<file path="src/rtl/uart_tx_buffer.sv">
// Memory-mapped UART transmitter: CPU stores fill a byte FIFO that an 8N1
// serializer drains onto tx; an optional level irq reports a fully drained channel.
module uart_tx_buffer #(
    parameter int unsigned DEPTH     = 16,
    parameter int unsigned BAUD_DIV  = 5208,
    parameter logic [31:0] ADDR_DATA = 32'h4000_0030,
    parameter logic [31:0] ADDR_STAT = 32'h4000_0034,
    parameter logic [31:0] ADDR_CTRL = 32'h4000_0038
) (
    input  logic        clk,
    input  logic        reset,
    input  logic        rd,
    input  logic        wr,
    input  logic [31:0] addr,
    input  logic [31:0] wdata,
    output logic [31:0] rdata,
    output logic        tx,
    output logic        irq
);
    localparam int unsigned AW = $clog2(DEPTH);
    localparam int unsigned CW = AW + 1;
    localparam int unsigned BW = (BAUD_DIV > 1) ? $clog2(BAUD_DIV) : 1;

    typedef enum logic [1:0] {S_IDLE, S_START, S_DATA, S_STOP} state_t;

    logic [7:0]    mem_q [DEPTH];
    logic [AW-1:0] wr_ptr_q, rd_ptr_q;
    logic [CW-1:0] count_q, count_d;
    state_t        state_q;
    logic [BW-1:0] baud_q;
    logic [2:0]    bit_q;
    logic [7:0]    shift_q;
    logic          tx_q, irq_q, irq_en_q, ovf_q;

    logic          data_wr, ctrl_wr, empty, full, busy, pop, push, ovf_evt, baud_end;
    logic [3:0]    count_disp;
    logic          unused_wdata;

    assign data_wr    = wr && (addr == ADDR_DATA);
    assign ctrl_wr    = wr && (addr == ADDR_CTRL);
    assign empty      = (count_q == '0);
    assign full       = (count_q == CW'(DEPTH));
    assign busy       = (state_q != S_IDLE);
    assign pop        = (state_q == S_IDLE) && !empty;
    // A full FIFO still takes the byte when the serializer frees a slot on this edge.
    assign push       = data_wr && (!full || pop);
    assign ovf_evt    = data_wr && !push;
    assign baud_end   = (baud_q == BW'(BAUD_DIV - 1));
    assign count_disp = (32'(count_q) > 32'd15) ? 4'hF : 4'(count_q);
    assign unused_wdata = ^wdata[31:8];

    assign tx  = tx_q;
    assign irq = irq_q;

    always_comb begin
        count_d = count_q;
        if (push && !pop) begin
            count_d = count_q + CW'(1);
        end else if (pop && !push) begin
            count_d = count_q - CW'(1);
        end
    end

    always_comb begin
        rdata = '0;
        if (rd && addr == ADDR_STAT) begin
            rdata = {24'b0, ovf_q, busy, full, empty, count_disp};
        end else if (rd && addr == ADDR_CTRL) begin
            rdata = {31'b0, irq_en_q};
        end
    end

    // Storage array carries no reset so it can map onto RAM primitives.
    always_ff @(posedge clk) begin
        if (push) begin
            mem_q[wr_ptr_q] <= wdata[7:0];
        end
    end

    always_ff @(posedge clk or posedge reset) begin
        if (reset) begin
            state_q  <= S_IDLE;
            baud_q   <= '0;
            bit_q    <= '0;
            shift_q  <= '0;
            tx_q     <= 1'b1;
            irq_q    <= 1'b0;
            irq_en_q <= 1'b0;
            ovf_q    <= 1'b0;
            wr_ptr_q <= '0;
            rd_ptr_q <= '0;
            count_q  <= '0;
        end else begin
            count_q <= count_d;
            irq_q   <= irq_en_q && empty && !busy;
            if (push) begin
                wr_ptr_q <= wr_ptr_q + AW'(1);
            end
            if (ctrl_wr) begin
                irq_en_q <= wdata[0];
            end
            if (ovf_evt) begin
                ovf_q <= 1'b1;
            end else if (ctrl_wr && wdata[1]) begin
                ovf_q <= 1'b0;
            end

            case (state_q)
                S_IDLE: begin
                    tx_q <= 1'b1;
                    if (pop) begin
                        shift_q  <= mem_q[rd_ptr_q];
                        rd_ptr_q <= rd_ptr_q + AW'(1);
                        bit_q    <= '0;
                        baud_q   <= '0;
                        tx_q     <= 1'b0;
                        state_q  <= S_START;
                    end
                end
                S_START: begin
                    if (baud_end) begin
                        baud_q  <= '0;
                        tx_q    <= shift_q[0];
                        state_q <= S_DATA;
                    end else begin
                        baud_q <= baud_q + BW'(1);
                    end
                end
                S_DATA: begin
                    if (baud_end) begin
                        baud_q <= '0;
                        if (bit_q == 3'd7) begin
                            tx_q    <= 1'b1;
                            state_q <= S_STOP;
                        end else begin
                            bit_q   <= bit_q + 3'd1;
                            shift_q <= {1'b0, shift_q[7:1]};
                            tx_q    <= shift_q[1];
                        end
                    end else begin
                        baud_q <= baud_q + BW'(1);
                    end
                end
                S_STOP: begin
                    tx_q <= 1'b1;
                    if (baud_end) begin
                        baud_q  <= '0;
                        state_q <= S_IDLE;
                    end else begin
                        baud_q <= baud_q + BW'(1);
                    end
                end
                default: state_q <= S_IDLE;
            endcase
        end
    end
endmodule

</file>
<file path="config.mk">
export PLATFORM = sky130hd
export DESIGN_NAME = uart_tx_buffer
export DESIGN_NICKNAME = d
export VERILOG_FILES = /design/src/rtl/uart_tx_buffer.sv
export SDC_FILE = /design/constraint.sdc
export NUM_CORES = 1
export LEC_CHECK = 0
export ABC_AREA = 1
export BUFFER_PORTS_ARGS = -buffer_cell sky130_fd_sc_hd__buf_2
export CAP_MARGIN = 20
export CORE_MARGIN = 4
export CORE_UTILIZATION = 60
export CTS_BUF_LIST = sky130_fd_sc_hd__clkbuf_8
export DETAILED_ROUTE_END_ITERATION = 7
export PLACE_DENSITY = 0.83
export SLEW_MARGIN = 20
export SYNTH_ARGS = -nofsm -noshare
export SYNTH_HDL_FRONTEND = slang
export SYNTH_SLANG_ARGS = --single-unit
</file>
<file path="constraint.sdc">
create_clock -name clk -period 2.86 [get_ports clk]
set_input_delay 0.572 -clock clk [delete_from_list [all_inputs] [get_ports clk]]
set_output_delay 0.572 -clock clk [all_outputs]
set_load 0.005 [all_outputs]
</file>
==> summary.md, run 1 <==
| Metric | Value |
|---|---|
| Outcome | complete, no violations |
| Chip height | 126 microns |
| PnR worst setup slack | 0.224 ns |
| Die width | 126 microns |
| Worst-margin pin slew | 0.829 ns |
| Die area | 15,800 sq um |
| Register bit total from synthesis | 171 |
| Core ar. | 13,400 sq um |
| Routed WL per cell | 15.5 microns |
| Worst hold path class | in -> async |
| Via-per-instance ratio | 5.40 |
| Combinational family with the most area after synthesis | simple AND/OR/NAND/NOR gates |
| Syn Area/Cell | 9.39 sq um |
| Post-Synthesis Cells | 884 |
| Cell area after layout | 9160 sq um |
| Reg2reg start | state_q[1] |
| Placed cells | 1,108 |
| CTS buffer count | 17 |
| Critical path cell sequence | inv_1, ha_1, inv_4, nand4_1, nand3_2, inv_2, ha_1, inv_1, fa_1, nand2_1, nand2_1, a21oi_1, xor2_1, nand2_1, o21ai_0 |
| GRT Overall Usage | 0.225 |
| Crit path to | count_q[4] |
| Top cell type by total area after synthesis | edfxtp_1 |
| Reg2reg path depth | 15 |
| CTS tree | done |
| Synth Warn # | 0 |
| Pleak | 4.13 nW |
| Critical Path Source Type | flop |
| Inserted Diodes | 0 |
| Vias in the first global route | 5,792 |
| Crit path DAT | 3.03 ns |
| Post-Synth XOR/XNOR Area | 0.0137 |
| Compound-Gate Fraction of Synth Area | 0.0354 |
| Via count of the routed design | 6,178 |
| Crit. path cell count | 15 |
| Antenna-violating nets left | 0 |
| Post-synthesis simple-gate area fraction | 0.241 |
| CP max-delay cell | dfrtp_1 |
| Synth cell types | 39 |
| Crit Reg-Reg Endpoint | count_q[4] |
| GR Overflow Total | 0 |
| Critical Path End Type | flop |
| DP Worst Slack | 0.0249 ns |
| PwrDens | 477 nW/um^2 |
| Non-Filler Instances | 1,144 |
| Buffers on Ports | 53 |
| HPWL after DPL | 11,400 microns |
| Placed inst area | 8760 sq um |
| Top cell family by delay on the critical path | adder cells |
| Clock root buffer | clkbuf_8 |
| Post-synthesis adder-cell area fraction | 0.0280 |
| Layout cell share with drive strength beyond 1 | 0.152 |
| Io pins | 102 |
| Cell Area, Synth | 8300 sq um |
| Worst R2R Setup Slack | 0.22 ns |
| Critical Path RT | 3.26 ns |
| Clock sinks | 171 |
| Initial Util | 0.620 |
| Setup CP Type | reg -> reg |
| Post-synthesis sequential area ratio | 0.593 |
| Worst-path clk slew | 0.09 ns |
| Fin crit period | 2.64 ns |
| DRC | 0 |
| Largest net degree at the start of global routing | 41 |
| Htree depth | 4 |
| Area grow syn2layout | 10.4% |
| Origin of the worst setup path | state_q[1] |
| Mux cell area share after synthesis | 0 |
| Initial antenna violation count | 0 |
| Maximum VDD drop | 0.000502 V |
| Top-area cell type share of the netlist area | 0.463 |
| TritonRoute pass-1 iters | 5 |
| Final net count | 1,041 |
| Final Hold Viols | 0 |
| Final hold slack | 0.148 ns |
| Cell row count | 42 |
| Slew margin rel. | 0.444 |
| Buf/Inv on CP | 4 |
| Global-route wire length before repair | 27,900 microns |
| Largest cells by area after synthesis | edfxtp_1, dfrtp_1, nand2_1 |
| Initial drt markers | 495 |
| Slowest cell delay on critical path | 0.42 ns |
| Pins Over Slew Limit | 0 |
| Clock Skews | 0.0136 ns |
| WL final | 17,700 microns |
| Placer Congestion | 0.839 |
| CTS max path bufs | 2 |
| Max capacitance violation total | 0 |
| Achievable frequency | 379 MHz |
| Final Setup Violations | 0 |
| Clock Latency Late Sink | 0.47 ns |
| Worst-path fanout max | 6 |
| Final Cycle Share | 0.922 |
| Top cell by count, worst path | nand2_1 |
==> cell usage after synthesis, drive strengths merged <==
cell type / instances
a21oi: 8
nor2: 103
buf: 48
inv: 108
o21bai: 1
edfxtp: 128
xor2: 12
dfrtp: 42
o2bb2ai: 1
and3: 1
o22ai: 7
nor4: 1
ha: 17
nor3: 4
conb: 1
nand3b: 4
dfstp: 1
a32o: 1
o21ai: 29
o211ai: 3
fa: 1
nand3: 103
o32ai: 1
xnor2: 1
nand4: 7
or2: 1
clkbuf: 6
nand2: 244
==> report_power, final <==
part,switching (mW),total (mW),internal [mW]
clock,0.908,1.61,0.704
sequential,0.00000000347,2.67,2.67
combinational,0.0681,0.0954,0.0273
total,0.976,4.37,3.40
==> per-layer routing <==
metal | track usage | share of wire | wire length, microns | vias up
li1 | - | - | - | 2975
met5 | 0 | 0 | 0 | -
met4 | 0.108 | 0.032 | 558 | 0
met1 | 0.296 | 0.40 | 7090 | 2863
met3 | 0.0432 | 0.090 | 1590 | 48
met2 | 0.364 | 0.48 | 8470 | 292
==> worst min path at each step <==
stage | from | slack [ns] | cells past startpoint | endpoint
6_report | reset | 0.15 | 2 | count_q[3]
5_1_grt | reset | 0.19 | 2 | count_q[3]
4_1_cts | reset | 0.16 | 2 | count_q[3]
3_5_place_dp | ovf_q | 0.46 | 2 | ovf_q
3_3_place_gp | ovf_q | 0.46 | 2 | ovf_q
2_1_floorplan | ovf_q | 0.44 | 2 | ovf_q
==> layout by cell type (no fill, tap or decap), drive strengths merged, types with 8 or more instances in the layout <==
cell    synthesis  final
dfrtp          42     42
inv           108    114
nand3         103    103
ha             17     17
o21ai          29     29
clkbuf          6     17
a21oi           8      8
nor2          103    103
xor2           12     12
edfxtp        128    128
nand2         244    244
conb            1     24
buf            48     83
==> state kept, by name (all words and copies together) (netlist names) <==
name / cells
baud_q: 13
count_q: 5
irq: 1
wr_ptr_q: 4
ovf_q: 1
rd_ptr_q: 4
state_q: 2
shift_q: 8
tx: 1
bit_q: 3
mem_q: 128
irq_en_q: 1
==> stage by stage <==
stage                     TNS (ns)   util  power (mW)
final                            0  0.684        4.37
after floorplan                  0      -        2.77
after detailed placement         0  0.653        2.82
after global routing       -0.0307  0.684        4.50
after global placement           0  0.653        2.81
after CTS                        0  0.681        4.39
==> what timing repair did <==
item / 4_1_cts / 5_1_grt
hold buffers: 0 / 0
gates resized for setup: 0 / 2
buffers inserted: 0 / 4
setup endpoints to repair: 0 / 2
==> area by class of cell <==
class	instances	area, sq um
timing repair buffer	83	503
clock buffer	17	234
clock inverter	15	140
multi-input combinational	574	2740
sequential	171	4920
inverter	108	408
fill	941	4240
tap	176	220
==> logic make-up (layout without fill, tap and decap cells) <==
group | Yosys count | in the layout
AND/OR/NAND/NOR | 468 | 468
flip-flops | 171 | 171
buffers and inverters | 162 | 223
AO/OA/AOI/OAI | 51 | 51
adder cells (fa/ha/maj) | 18 | 18
XOR/XNOR | 13 | 13
other | 1 | 24
(Power assumes the default switching activity.)
==> run 2, diff against run 1 <==
--- a/config.mk
+++ b/config.mk
@@ -5,14 +5,14 @@
 export SDC_FILE = /design/constraint.sdc
 export NUM_CORES = 1
 export LEC_CHECK = 0
-export ABC_AREA = 1
+export ABC_AREA = 0
 export BUFFER_PORTS_ARGS = -buffer_cell sky130_fd_sc_hd__buf_2
 export CAP_MARGIN = 20
 export CORE_MARGIN = 4
 export CORE_UTILIZATION = 60
 export CTS_BUF_LIST = sky130_fd_sc_hd__clkbuf_8
 export DETAILED_ROUTE_END_ITERATION = 7
-export PLACE_DENSITY = 0.83
+export PLACE_DENSITY = 0.84
 export SLEW_MARGIN = 20
 export SYNTH_ARGS = -nofsm -noshare
 export SYNTH_HDL_FRONTEND = slang
==> summary.md, run 2 <==
| Metric | Value |
|---|---|
| GRT Overall Usage | 0.218 |
| Initial antenna violation count | 0 |
| CTS max path bufs | 2 |
| Placer Congestion | 0.801 |
| Clock root buffer | clkbuf_8 |
| Critical path cell sequence | buf_2, nor4bb_1, nand4_1, buf_4, nor2_1, and3_1, and4b_1, buf_2 |
| Htree depth | 4 |
| Worst-path clk slew | 0.08 ns |
| Buffers on Ports | 53 |
| Synth Warn # | 0 |
| DRC | 0 |
| PwrDens | 518 nW/um^2 |
| Die width | 120 microns |
| Maximum VDD drop | 0.000449 V |
| Inserted Diodes | 0 |
| Top-area cell type share of the netlist area | 0.510 |
| Top cell type by total area after synthesis | edfxtp_1 |
| Critical Path RT | 2.29 ns |
| Non-Filler Instances | 773 |
| Clk pwr share | 0.373 |
| Commonest non-fill, non-tap cell in the layout | edfxtp_1 |
| Switch Pwr | 919 uW |
| Core ar. | 12,200 sq um |
| Synth cell types | 51 |
| Clock Skews | 0.0121 ns |
| Post-synthesis sequential area ratio | 0.653 |
| Layout cell share with drive strength beyond 1 | 0.274 |
| Max capacitance violation total | 0 |
| Vias in the first global route | 4,573 |
| Largest net degree at the start of global routing | 44 |
| GR Overflow Total | 0 |
| Pins Over Slew Limit | 0 |
| Count leader, synth | edfxtp_1 |
| Combinational share of power | 0.019 |
| Worst-margin pin slew | 0.661 ns |
| Slew margin rel. | 0.559 |
| # fillers | 755 |
| Fin crit period | 2.76 ns |
| Placed cells | 741 |
| Worst hold path class | in -> async |
| Routed WL per cell | 19.2 microns |
| Chip height | 120 microns |
| FF/Latch Area | 4920 sq um |
| Initial Util | 0.620 |
| Achievable frequency | 362 MHz |
| CTS buffer count | 17 |
| Top cell by count, worst path | buf_2 |
| CTS tree | done |
| Reg with most FFs | mem_q |
| Final Hold Viols | 0 |
| Pleak | 3.15 nW |
| Sequential Power Share | 0.608 |
| Ys flop type | edfxtp_1 |
| Post-Synthesis Cells | 510 |
| Setup CP Type | in -> out |
| Area of the multi-input gates | 2390 sq um |
| Slowest cell delay on critical path | 0.30 ns |
| Critical Path Source Type | input port |
| Clock sinks | 171 |
| Hold buffer count at cts | 0 |
| Largest cells by area after synthesis | edfxtp_1, dfrtp_1, mux4_2 |
| Cell Area, Synth | 7540 sq um |
| WL final | 14,800 microns |
| Top flop regs | mem_q x128, baud_q x13, shift_q x8 |
| Post-synth ARST share | 0.251 |
| Outcome | complete, no violations |
| Register bit total from synthesis | 171 |
| Clock Latency Late Sink | 0.46 ns |
| Final net count | 679 |
| Post-synth EDFFs | 128 |
| Worst-path fanout max | 7 |
| Syn Area/Cell | 14.8 sq um |
| Crit path DAT | 2.19 ns |
| Final Setup Violations | 0 |
| HPWL after DPL | 10,200 microns |
| Final hold slack | 0.249 ns |
| Initial drt markers | 389 |
| Via count of the routed design | 4,533 |
| Most frequent cells after synthesis | edfxtp_1, dfrtp_1, nand2_1 |
| RSZ-0062 raised after global routing | false |
| Io pins | 102 |
| Final Cycle Share | 0.966 |
| Global-route wire length before repair | 23,700 microns |
| Antenna-violating nets left | 0 |
| Most frequent cells in the layout | edfxtp_1, buf_2, dfrtp_1, nand2_1, buf_4 |
| Via-per-instance ratio | 5.86 |
| Cell row count | 40 |
| Critical Path End Type | output port |
| Total power | 4.39 mW |
| TritonRoute pass-1 iters | 5 |
| Largest register FFs | 128 |
| Sw Share | 0.209 |
| Pint | 3.47 mW |
| CP max-delay cell | and3_1 |
| Die area | 14,400 sq um |
| Final Util | 0.697 |
| Reg2reg path depth | 13 |
| Area grow syn2layout | 12.5% |
-- run 2: changes by cell type after synthesis, moves of 23 or more --
cell,delta
nor2_1,-63
inv_1,-80
a21oi_1,+23
nand2_1,-206
nand3_1,-93
mux4_2,+32
-- run 2: final cells by class --
| type | count | area share |
|---|---|---|
| inverters | 14 | 0.00620 |
| flip-flops and latches | 171 | 0.580 |
| clock inverters | 14 | 0.0171 |
| well taps | 168 | 0.0248 |
| clock buffers | 17 | 0.0276 |
| multi-input cells | 302 | 0.282 |
| repair buffers | 87 | 0.0614 |
-- run 2: per-layer routing --
metal	global-route usage	vias up	routed length (microns)
met1	0.283	2268	5700
met4	0.0687	0	186
met5	0	-	0
met2	0.368	205	7780
met3	0.0495	14	1170
li1	-	2046	-
-- run 2: path summary, 6_finish.rpt --
| path | startpoint | endpoint | slack, ns |
|---|---|---|---|
| setup / recovery | addr[0] | rdata[5] | 0.1 |
| hold / removal | reset | irq | 0.25 |
| setup reg to reg | state_q[0] | count_q[4] | 0.23 |
| hold reg to reg | baud_q[12] | baud_q[12] | 0.49 |
| max in group asynchronous | reset | rd_ptr_q[0] | 2.22 |
| min in group clk | addr[3] | ovf_q | 0.35 |
-- run 2: power groups by stage --
stage | clock, mW | sequential (mW) | combinational [mW]
2_1_floorplan | 0 | 2.72 | 0.0456
3_3_place_gp | 0 | 2.72 | 0.0772
3_5_place_dp | 0 | 2.72 | 0.0832
4_1_cts | 1.66 | 2.67 | 0.0838
5_1_grt | 1.79 | 2.67 | 0.0942
6_report | 1.64 | 2.67 | 0.0841
-- run 2: cell families (layout without fill, tap and decap cells) --
group           count (synthesis)  count (layout)  synth area share
buf+inv                        60             132            0.0452
xor+xnor                       15              15            0.0174
simple gates                  122             122            0.0832
compound gates                 88              88            0.0697
flops                         171             171             0.653
mux                            35              35             0.100
other cells                     1              24          0.000498
fa+ha+maj                      18              18            0.0309
-- run 2: worst max-delay path: cells and delay by family --
family | cells | cell delay (ns)
buf+inv | 3 | 0.41
simple gates | 5 | 1.20
-- run 2: what timing repair did --
action,4_1_cts,5_1_grt
resized for setup,0,4
endpoints found under the setup margin,0,9
setup buffers,0,1
-- run 2: per-stage QoR --
step | setup TNS, ns | setup slack [ns] | instance area (sq um)
final | 0 | 0.0975 | 8480
after global routing | 0 | 0.00153 | 8480
after CTS | 0 | 0.0484 | 8460
after detailed placement | -0.202 | -0.120 | 8080
after global placement | -0.0262 | -0.0249 | 8080
after floorplan | -0.0493 | -0.0493 | 7640
